==> src/rtl/hsv_core_commit.sv <==
`default_nettype none
// ============================================================================
// Module   : hsv_core_commit
// Purpose  : In-order retirement stage of the hsv_core pipeline. Selects the
//            execution unit whose instruction carries the current
//            commit_token, retires it (register-file write plus ctrl_* event
//            pulses) and runs the commit side of the pipeline flush
//            handshake.
// Ports    : clk_core / rst_core_n        clock, async active-low reset
//            valid_i / ready_o            per-unit commit handshake
//            in_*                         per-unit commit_data fields
//            rf_wr_*                      register-file write port
//            commit_token                 token of next instruction to retire
//            ctrl_*                       events towards ctrlstatus
//            ctrl_begin_irq               interrupt demand from ctrlstatus
//            flush_req / flush_ack_commit global flush handshake
// Revision : 1.0 - initial release
// ============================================================================
module hsv_core_commit #(
  parameter int NUM_UNITS = 5,
  parameter int TOKEN_W   = 2
) (
  input  logic                         clk_core,
  input  logic                         rst_core_n,
  input  logic [NUM_UNITS-1:0]         valid_i,
  output logic [NUM_UNITS-1:0]         ready_o,
  input  logic [NUM_UNITS*TOKEN_W-1:0] in_token,
  input  logic [NUM_UNITS*32-1:0]      in_pc,
  input  logic [NUM_UNITS*32-1:0]      in_next_pc,
  input  logic [NUM_UNITS*5-1:0]       in_rd,
  input  logic [NUM_UNITS*32-1:0]      in_rd_value,
  input  logic [NUM_UNITS-1:0]         in_writeback,
  input  logic [NUM_UNITS-1:0]         in_exception,
  input  logic [NUM_UNITS*5-1:0]       in_cause,
  input  logic [NUM_UNITS*32-1:0]      in_tval,
  input  logic [NUM_UNITS-1:0]         in_mode_return,
  input  logic [NUM_UNITS-1:0]         in_wait_irq,
  output logic                         rf_wr_en,
  output logic [4:0]                   rf_wr_addr,
  output logic [31:0]                  rf_wr_data,
  output logic [TOKEN_W-1:0]           commit_token,
  output logic                         ctrl_commit,
  output logic                         ctrl_flush_begin,
  output logic                         ctrl_trap,
  output logic [4:0]                   ctrl_trap_cause,
  output logic [31:0]                  ctrl_trap_value,
  output logic                         ctrl_mode_return,
  output logic                         ctrl_wait_irq,
  output logic [31:0]                  ctrl_next_pc,
  input  logic                         ctrl_begin_irq,
  input  logic                         flush_req,
  output logic                         flush_ack_commit
);

  localparam logic [1:0] c_st_run        = 2'd0;
  localparam logic [1:0] c_st_flush_wait = 2'd1;
  localparam logic [1:0] c_st_flush_ack  = 2'd2;

  logic [1:0]           r_state, w_state_next;
  logic [TOKEN_W-1:0]   r_token, w_token_next;
  logic                 r_rf_wr_en, w_rf_wr_en;
  logic [4:0]           r_rf_wr_addr, w_rf_wr_addr;
  logic [31:0]          r_rf_wr_data, w_rf_wr_data;
  logic                 r_commit, w_commit;
  logic                 r_flush_begin, w_flush_begin;
  logic                 r_trap, w_trap;
  logic [4:0]           r_trap_cause, w_trap_cause;
  logic [31:0]          r_trap_value, w_trap_value;
  logic                 r_mode_return, w_mode_return;
  logic                 r_wait_irq, w_wait_irq;
  logic [31:0]          r_next_pc, w_next_pc;
  logic                 r_flush_ack, w_flush_ack;

  // Selected-unit view of commit_data
  logic [NUM_UNITS-1:0] w_grant;
  logic                 w_has_cand;
  logic [31:0]          w_sel_pc, w_sel_next_pc, w_sel_rd_value, w_sel_tval;
  logic [4:0]           w_sel_rd, w_sel_cause;
  logic                 w_sel_wb, w_sel_exc, w_sel_mret, w_sel_wfi;
  logic                 w_retire, w_special;

  // Lowest-index unit holding the current token wins; others stay stalled.
  always_comb begin
    w_grant        = '0;
    w_has_cand     = 1'b0;
    w_sel_pc       = '0;
    w_sel_next_pc  = '0;
    w_sel_rd       = '0;
    w_sel_rd_value = '0;
    w_sel_wb       = 1'b0;
    w_sel_exc      = 1'b0;
    w_sel_cause    = '0;
    w_sel_tval     = '0;
    w_sel_mret     = 1'b0;
    w_sel_wfi      = 1'b0;
    for (int u = 0; u < NUM_UNITS; u++) begin
      if (!w_has_cand && valid_i[u] &&
          (in_token[u*TOKEN_W +: TOKEN_W] == r_token)) begin
        w_has_cand     = 1'b1;
        w_grant[u]     = 1'b1;
        w_sel_pc       = in_pc[u*32 +: 32];
        w_sel_next_pc  = in_next_pc[u*32 +: 32];
        w_sel_rd       = in_rd[u*5 +: 5];
        w_sel_rd_value = in_rd_value[u*32 +: 32];
        w_sel_wb       = in_writeback[u];
        w_sel_exc      = in_exception[u];
        w_sel_cause    = in_cause[u*5 +: 5];
        w_sel_tval     = in_tval[u*32 +: 32];
        w_sel_mret     = in_mode_return[u];
        w_sel_wfi      = in_wait_irq[u];
      end
    end
  end

  // An interrupt demand blocks the retire, so the candidate is not consumed.
  assign w_retire  = (r_state == c_st_run) && w_has_cand && !ctrl_begin_irq;
  assign w_special = w_sel_exc || w_sel_mret || w_sel_wfi;

  // Outside RUN every unit is drained: accepted and discarded.
  assign ready_o = (r_state != c_st_run) ? {NUM_UNITS{1'b1}}
                 : (w_retire ? w_grant : '0);

  // State and output registers
  always_ff @(posedge clk_core or negedge rst_core_n) begin
    if (!rst_core_n) begin
      r_state       <= c_st_run;
      r_token       <= '0;
      r_rf_wr_en    <= 1'b0;
      r_rf_wr_addr  <= '0;
      r_rf_wr_data  <= '0;
      r_commit      <= 1'b0;
      r_flush_begin <= 1'b0;
      r_trap        <= 1'b0;
      r_trap_cause  <= '0;
      r_trap_value  <= '0;
      r_mode_return <= 1'b0;
      r_wait_irq    <= 1'b0;
      r_next_pc     <= '0;
      r_flush_ack   <= 1'b0;
    end else begin
      r_state       <= w_state_next;
      r_token       <= w_token_next;
      r_rf_wr_en    <= w_rf_wr_en;
      r_rf_wr_addr  <= w_rf_wr_addr;
      r_rf_wr_data  <= w_rf_wr_data;
      r_commit      <= w_commit;
      r_flush_begin <= w_flush_begin;
      r_trap        <= w_trap;
      r_trap_cause  <= w_trap_cause;
      r_trap_value  <= w_trap_value;
      r_mode_return <= w_mode_return;
      r_wait_irq    <= w_wait_irq;
      r_next_pc     <= w_next_pc;
      r_flush_ack   <= w_flush_ack;
    end
  end

  // Next-state logic
  always_comb begin
    w_state_next = r_state;
    case (r_state)
      c_st_run: begin
        // A normal retire coinciding with flush_req still completes here;
        // the transition to FLUSH_WAIT happens on the same edge.
        if (ctrl_begin_irq || (w_retire && w_special) || flush_req)
          w_state_next = c_st_flush_wait;
      end
      c_st_flush_wait: begin
        if (flush_req)
          w_state_next = c_st_flush_ack;
      end
      c_st_flush_ack: begin
        if (!flush_req)
          w_state_next = c_st_run;
      end
      default: w_state_next = c_st_run;
    endcase
  end

  // Output logic (values registered on the next edge)
  always_comb begin
    w_token_next  = r_token;
    w_rf_wr_en    = 1'b0;
    w_rf_wr_addr  = r_rf_wr_addr;
    w_rf_wr_data  = r_rf_wr_data;
    w_commit      = 1'b0;
    w_flush_begin = 1'b0;
    w_trap        = 1'b0;
    w_trap_cause  = r_trap_cause;
    w_trap_value  = r_trap_value;
    w_mode_return = 1'b0;
    w_wait_irq    = 1'b0;
    w_next_pc     = r_next_pc;
    w_flush_ack   = (w_state_next == c_st_flush_ack);

    if (r_state == c_st_run) begin
      if (ctrl_begin_irq) begin
        w_flush_begin = 1'b1;
        if (w_has_cand)
          w_next_pc = w_sel_pc;
      end else if (w_retire) begin
        w_token_next = r_token + TOKEN_W'(1);
        if (w_sel_exc) begin
          // Exception outranks mret/wfi and suppresses the write.
          w_trap        = 1'b1;
          w_trap_cause  = w_sel_cause;
          w_trap_value  = w_sel_tval;
          w_next_pc     = w_sel_pc;
          w_flush_begin = 1'b1;
        end else begin
          w_commit      = 1'b1;
          w_next_pc     = w_sel_next_pc;
          w_rf_wr_en    = w_sel_wb && (w_sel_rd != 5'd0);
          w_rf_wr_addr  = w_sel_rd;
          w_rf_wr_data  = w_sel_rd_value;
          w_mode_return = w_sel_mret;
          w_wait_irq    = w_sel_wfi;
          w_flush_begin = w_sel_mret || w_sel_wfi;
        end
      end
    end

    // The token restarts from zero once the flush is acknowledged.
    if (w_state_next == c_st_flush_ack)
      w_token_next = '0;
  end

  assign rf_wr_en         = r_rf_wr_en;
  assign rf_wr_addr       = r_rf_wr_addr;
  assign rf_wr_data       = r_rf_wr_data;
  assign commit_token     = r_token;
  assign ctrl_commit      = r_commit;
  assign ctrl_flush_begin = r_flush_begin;
  assign ctrl_trap        = r_trap;
  assign ctrl_trap_cause  = r_trap_cause;
  assign ctrl_trap_value  = r_trap_value;
  assign ctrl_mode_return = r_mode_return;
  assign ctrl_wait_irq    = r_wait_irq;
  assign ctrl_next_pc     = r_next_pc;
  assign flush_ack_commit = r_flush_ack;

endmodule
`default_nettype wire

==> config.mk <==
export PLATFORM = sky130hd
export DESIGN_NAME = hsv_core_commit
export DESIGN_NICKNAME = d
export VERILOG_FILES = /design/src/rtl/hsv_core_commit.sv
export SDC_FILE = /design/constraint.sdc
export NUM_CORES = 1
export LEC_CHECK = 0
export CORE_AREA = 2 2 332 334
export DETAILED_ROUTE_END_ITERATION = 8
export DIE_AREA = 0 0 334 336
export REMOVE_ABC_BUFFERS = 1
export SYNTH_ARGS = -nofsm -noshare
export SYNTH_HDL_FRONTEND = slang
export SYNTH_SLANG_ARGS = --single-unit
==> constraint.sdc <==
create_clock -name clk_core -period 7.85 [get_ports clk_core]
set_input_delay 1.9625 -clock clk_core [delete_from_list [all_inputs] [get_ports clk_core]]
set_output_delay 1.9625 -clock clk_core [all_outputs]
set_load 0.05 [all_outputs]
==> results.md, run 1 <==
- DRC: 0
- Area leader, netlist: dfrtp_1
- Register bit total from synthesis: 117
- Final Hold Fails: 0
- Pre-CTS setup slack: 1.633 ns
- Starting Density: 8.524%
- Met3 WL: 6381 um
- Hpwl dp: 66870 um
- Crit Path Class: input pin to primary output
- R2R Setup Slk: 3.54 ns
- Total CTS buffers: 17
- Leak: 0.007063 uW
- FF-to-FF Start: commit_token[0]
- Final net count: 2639
- Hold path cells: 1
- Commonest cells post-synth: a21oi_1, dfrtp_1, nor2_1
- Worst setup path startpoint: in_token[5]
- Fraction of final layout cells sized beyond drive strength 1: 7.124%
- Hold_buf cts: 0
- # resized after CTS: 0
- DRT Wirelength: 82280 um
- Boundary pin count: 849
- Vias in the first global route: 13240
- Gpl congestion: 0.8857
- Max Used Layer: met5
- Setup bufs post-CTS: 0
- First-pass GRT wire length: 108600 um
- Die X: 334 um
- XOR/XNOR share of the synthesized area: 1.232%
- Post-layout min period: 6.221 ns
- Synth Area in Compound Gates: 41.35%
- Post-synth EDFFs: 0
- Routed met1 length: 34710 um
- CP max stage delay: 0.82 ns
- Most frequent cell after synthesis: a21oi_1
- Synth top area cells: dfrtp_1, a221o_1, a22oi_1
- Sequential area share after synthesis: 31.69%
- Number of max-cap violations: 0
- Most used DFF post-synth: dfrtp_1
- Slowest library cell on the worst path: clkdlybuf4s50_1
- Yosys cell types: 50
- Peak VDD IR: 143.4 uV
- Setup slack after layout: 1.629 ns
- Total die area: 112200 um2
- Yosys warning count: 0
- Status: finished clean
- Min-delay src: ctrl_next_pc[8]
- GRT overflow: 0
- Crit Reg-Reg Endpoint: ctrl_next_pc[10]
- RSZ-0062 raised after global routing: false
- Clock sink count: 117
- Fin. max-slew vios: 0
- H-tree depth reported by CTS: 4
- R2R cell count: 11
- Cells along the critical path: clkdlybuf4s50_1 > xnor2_1 > and3_4 > and2_4 > a31o_2 > clkdlybuf4s50_1
- Peak Freq: 0.1608 GHz
- CP Capture Type: primary output
- Syn Area/Cell: 8.077 um2
- CTS tree: built
- Pin count of the biggest net entering global routing: 90
- P&R area growth vs syn: 114.8%
- Combinational family with the most area after synthesis: compound AO/OA/AOI/OAI gates
- Crit path buffers/inverters: 2
- Die Ht: 336 um
- WL/cell: 24.60 um
- Worst-Skew Late Latency: 0.48 ns
- Max FO, Critical Path: 12
- Final setup violation count: 0
- Crit path DAT: 4.26 ns
- Mux contribution to synthesized area: 4.983%
- Port buffer count: 848
- Worst slew pin tran: 1.122 ns
- Family with the most delay on the worst path: buffers and inverters
- Pwr Density: 311.6 nW/um2
- Data required, critical path: 5.89 ns
- Core region area: 108400 um2
- Clk pin slew, worst setup/hold paths: 0.06 ns
- Root Driver: clkbuf_16
- Rows: 121
- Routed vias: 13260
- Setup Total Neg Slack: 0 ns
- Mapped Area: 9240 um2
- Startpoint Class: input pin
- Hold worst-path end: ctrl_next_pc[8]
- Top cell type's share of synthesized area: 31.69%
- Simple-gate share of the synthesized area: 14.03%
- Adder-cell share of the synthesized area: 0%
- GR Util All Layers: 13.96%
- Fin crit share: 79.24%
- Ys async rst share: 100.0%
- DR WL met2: 39160 um
- Remaining antenna violation count: 0
- Worst hold path class: flop to flop
- Initial antenna violation count: 23
- Drt initial violations: 832
- Via/cell ratio: 3.964
- Hold WS: 0.4949 ns
- CP most frequent cell: clkdlybuf4s50_1
- First drt pass iteration count: 5
- Cells after Synth: 1144
- Bufs on Longest Clock Path: 2
- Slew headroom: 24.96%
- Skew final: 0.01022 ns
## report_power, final
group / switching [uW] / leakage, uW / internal, uW / total, uW
Combinational: 2770 / 0.00532 / 1530 / 4300
Clock: 393 / 0.000280 / 449 / 842
Sequential: 179 / 0.00147 / 863 / 1040
## area by class of cell
type | instances | area, um2
Antenna cell | 8 | 20.02
Fill cell | 12230 | 88550
Inverter | 3 | 13.76
Tap cell | 1414 | 1769
Timing Repair Buffer | 880 | 8765
Clock buffer | 17 | 425.4
Sequential cell | 117 | 2928
Clock inverter | 15 | 158.9
Multi-Input combinational cell | 891 | 5767
## per-stage QoR
| stage | std cells | power [uW] | util, % | cell area (um2) |
|---|---|---|---|---|
| 2_1_floorplan | 1011 | 3381 | - | 8632 |
| 3_3_place_gp | 3305 | 5377 | 17.75 | 19240 |
| 3_5_place_dp | 3305 | 5390 | 17.75 | 19240 |
| 4_1_cts | 3337 | 6306 | 18.29 | 19830 |
| 5_1_grt | 3343 | 6543 | 18.30 | 19840 |
| 6_report | 3345 | 6184 | 18.31 | 19850 |
## layer usage
metal / vias up / global-route usage (%)
li1: 5992 / -
met1: 6484 / 17.21
met2: 675 / 23.31
met3: 87 / 4.279
met4: 20 / 4.102
met5: - / 0
## worst max path at each step
| stage | slack [ns] | to | cells past startpoint |
|---|---|---|---|
| after global routing | 1.44 | ready_o[4] | 7 |
| after global placement | 1.66 | ready_o[2] | 6 |
| after detailed placement | 1.63 | ready_o[2] | 6 |
| after CTS | 1.62 | ready_o[2] | 6 |
| final | 1.63 | ready_o[2] | 6 |
| after floorplan | -7.18 | ready_o[3] | 5 |
## state kept, by name, indices dropped and copies added, names as in the netlist
name and cells:
ctrl_trap 1, rf_wr_data 32, ctrl_trap_value 32, commit_token 2, ctrl_next_pc 32, ctrl_trap_cause 5, ctrl_commit 1, ctrl_flush_begin 1
ctrl_mode_return 1, r_state 2, rf_wr_en 1, ctrl_wait_irq 1, rf_wr_addr 5, flush_ack_commit 1
## kinds of logic after synthesis
kind of cell	Yosys count
buffers and inverters	136
xor gates and xnor gates	13
and+or+nand+nor	296
AOI/OAI and AO/OA	541
muxes	41
DFF	117
## placed cells by master, fill, tap and decap left out, types with 13 or more instances in the layout
master / count
clkdlybuf4s50_1: 846
a21oi_1: 126
dfrtp_1: 117
nor2_1: 104
o21ai_0: 90
a22oi_1: 89
nand2_1: 78
a221o_1: 73
nand3_1: 58
a221oi_1: 47
mux2_2: 40
nor3_1: 32
buf_4: 30
a31oi_1: 20
o22ai_1: 19
clkbuf_16: 17
a211o_1: 15
a211oi_1: 13
a31oi_2: 13
No activity file was read; power rests on OpenSTA's default activity.
==> run 2: changes to the inputs <==
clock period = 6 ns   (was 7.85 ns; I/O delays follow)
==> results.md, run 2 (synthesized netlist as in run 1, its figures left out) <==
- Status: finished clean
- Fraction of final layout cells sized beyond drive strength 1: 7.477%
- Number of max-cap violations: 0
- Hold_buf cts: 0
- Starting Density: 8.524%
- Worst-Skew Late Latency: 0.49 ns
- GRT overflow: 0
- Crit Path Class: input pin to primary output
- Pwr Total: 8144 uW
- Port buffer count: 848
- Post-route insts no fill: 3346
- Max FO, Critical Path: 19
- DRT Wirelength: 82320 um
- Fin. max-slew vios: 0
- # resized after CTS: 0
- Setup Total Neg Slack: 0 ns
- Worst hold path class: flop to flop
- Clock sink count: 117
- Placed insts: 3308
- Post-layout min period: 5.188 ns
- Family with the most delay on the worst path: simple AND/OR/NAND/NOR gates
- Crit path buffers/inverters: 2
- Total die area: 112200 um2
- Pin count of the biggest net entering global routing: 120
- Worst slew pin tran: 0.9303 ns
- Final net count: 2642
- Hpwl dp: 66820 um
- Routed vias: 13470
- CP max stage delay: 0.51 ns
- Core region area: 108400 um2
- RSZ-0062 raised after global routing: false
- Peak Freq: 0.1927 GHz
- Fin crit share: 86.47%
- Pwr Density: 408.7 nW/um2
- Cells along the critical path: clkdlybuf4s50_1 > xnor2_1 > and3_4 > nor3_1 > nand2_1 > o21ai_0 > buf_12
- Slew headroom: 37.56%
- Root Driver: clkbuf_16
- Via/cell ratio: 4.024
- Rows: 121
- Die X: 334 um
- Remaining antenna violation count: 0
- First-pass GRT wire length: 109300 um
- Most common cell after layout, fill and taps aside: clkdlybuf4s50_1
- CP Capture Type: primary output
- Most frequent cells in the layout: clkdlybuf4s50_1, a21oi_1, dfrtp_1
- Boundary pin count: 849
- DP Area: 19330 um2
- Clk pin slew, worst setup/hold paths: 0.07 ns
- Slowest library cell on the worst path: nor3_1
- First drt pass iteration count: 5
- Startpoint Class: input pin
- Setup bufs post-CTS: 0
- GR Util All Layers: 14.06%
- Crit path DAT: 3.69 ns
- WL/cell: 24.60 um
- Peak VDD IR: 202.0 uV
- DRC: 0
- Total CTS buffers: 17
- Vias in the first global route: 13460
- Die Ht: 336 um
- Data required, critical path: 4.50 ns
- Skew final: 0.01008 ns
- CTS tree: built
- Drt initial violations: 777
- Gpl congestion: 0.8861
- Leak: 0.007108 uW
- Final Hold Fails: 0
- Final setup violation count: 0
- H-tree depth reported by CTS: 4
- Design Area, Final: 19930 um2
- Hold WS: 0.4972 ns
- Initial antenna violation count: 21
- Bufs on Longest Clock Path: 2
- P&R area growth vs syn: 115.7%
==> run 2: worst reg2reg max path: stages, from the launching register on <==
cell and delay [ns]:
dfrtp_1 0.56, xnor2_1 0.39, and3_4 0.42, buf_4 0.64, a311oi_1 0.13, o22ai_1 0.28, and2_4 0.22, nand2b_4 0.13
inv_4 0.14, buf_4 0.30, a211oi_1 0.21, o21bai_1 0.13
==> run 2: worst paths after layout <==
kind                                       from             endpoint  slack (ns)  cells past startpoint
worst min register to register  ctrl_next_pc[0]      ctrl_next_pc[0]        0.50                      1
worst min-delay path            ctrl_next_pc[0]      ctrl_next_pc[0]        0.50                      1
worst max register to register  commit_token[0]     ctrl_next_pc[23]        2.36                     11
min in group asynchronous            rst_core_n  ctrl_trap_value[12]        0.94                      1
worst max-delay path                in_token[0]           ready_o[4]        0.81                      7
max in group asynchronous            rst_core_n     ctrl_next_pc[29]        4.00                      2
==> run 2: through the flow <==
stage                     util [%]  setup WS [ns]
after floorplan                  -         -8.108
after global placement       17.83         0.8561
after detailed placement     17.83         0.8556
after CTS                    18.37         0.8478
after global routing         18.38         0.7776
final                        18.38         0.8118
==> run 2: area by class of cell <==
cell class / instances / area, um2
Fill cell: 12180 / 88470
Timing Repair Buffer: 883 / 8852
Multi-Input combinational cell: 891 / 5767
Sequential cell: 117 / 2928
Tap cell: 1414 / 1769
Clock buffer: 17 / 425.4
Clock inverter: 15 / 157.7
Antenna cell: 6 / 15.01
Inverter: 3 / 13.76
==> run 2: power breakdown <==
group | internal [uW] | switching [uW]
Sequential | 1130 | 227
Clock | 587 | 529
Combinational | 2050 | 3620
Total | 3760 | 4380
==> run 2: layer usage <==
| layer | wire, um | share of wire (%) | vias up | track usage, % |
|---|---|---|---|---|
| met1 | 33730 | 41 | 6647 | 16.86 |
| met5 | 151 | 0.18 | - | 0 |
| li1 | - | - | 6007 | - |
| met3 | 6431 | 7.8 | 106 | 4.366 |
| met4 | 2494 | 3.0 | 24 | 4.917 |
| met2 | 39510 | 48 | 681 | 23.66 |
==> run 3: changes to the inputs <==
SLEW_MARGIN = 20   (was default)
==> results of run 3 <==
No change in the layout: final DEF, timing and power equal those of run 2.
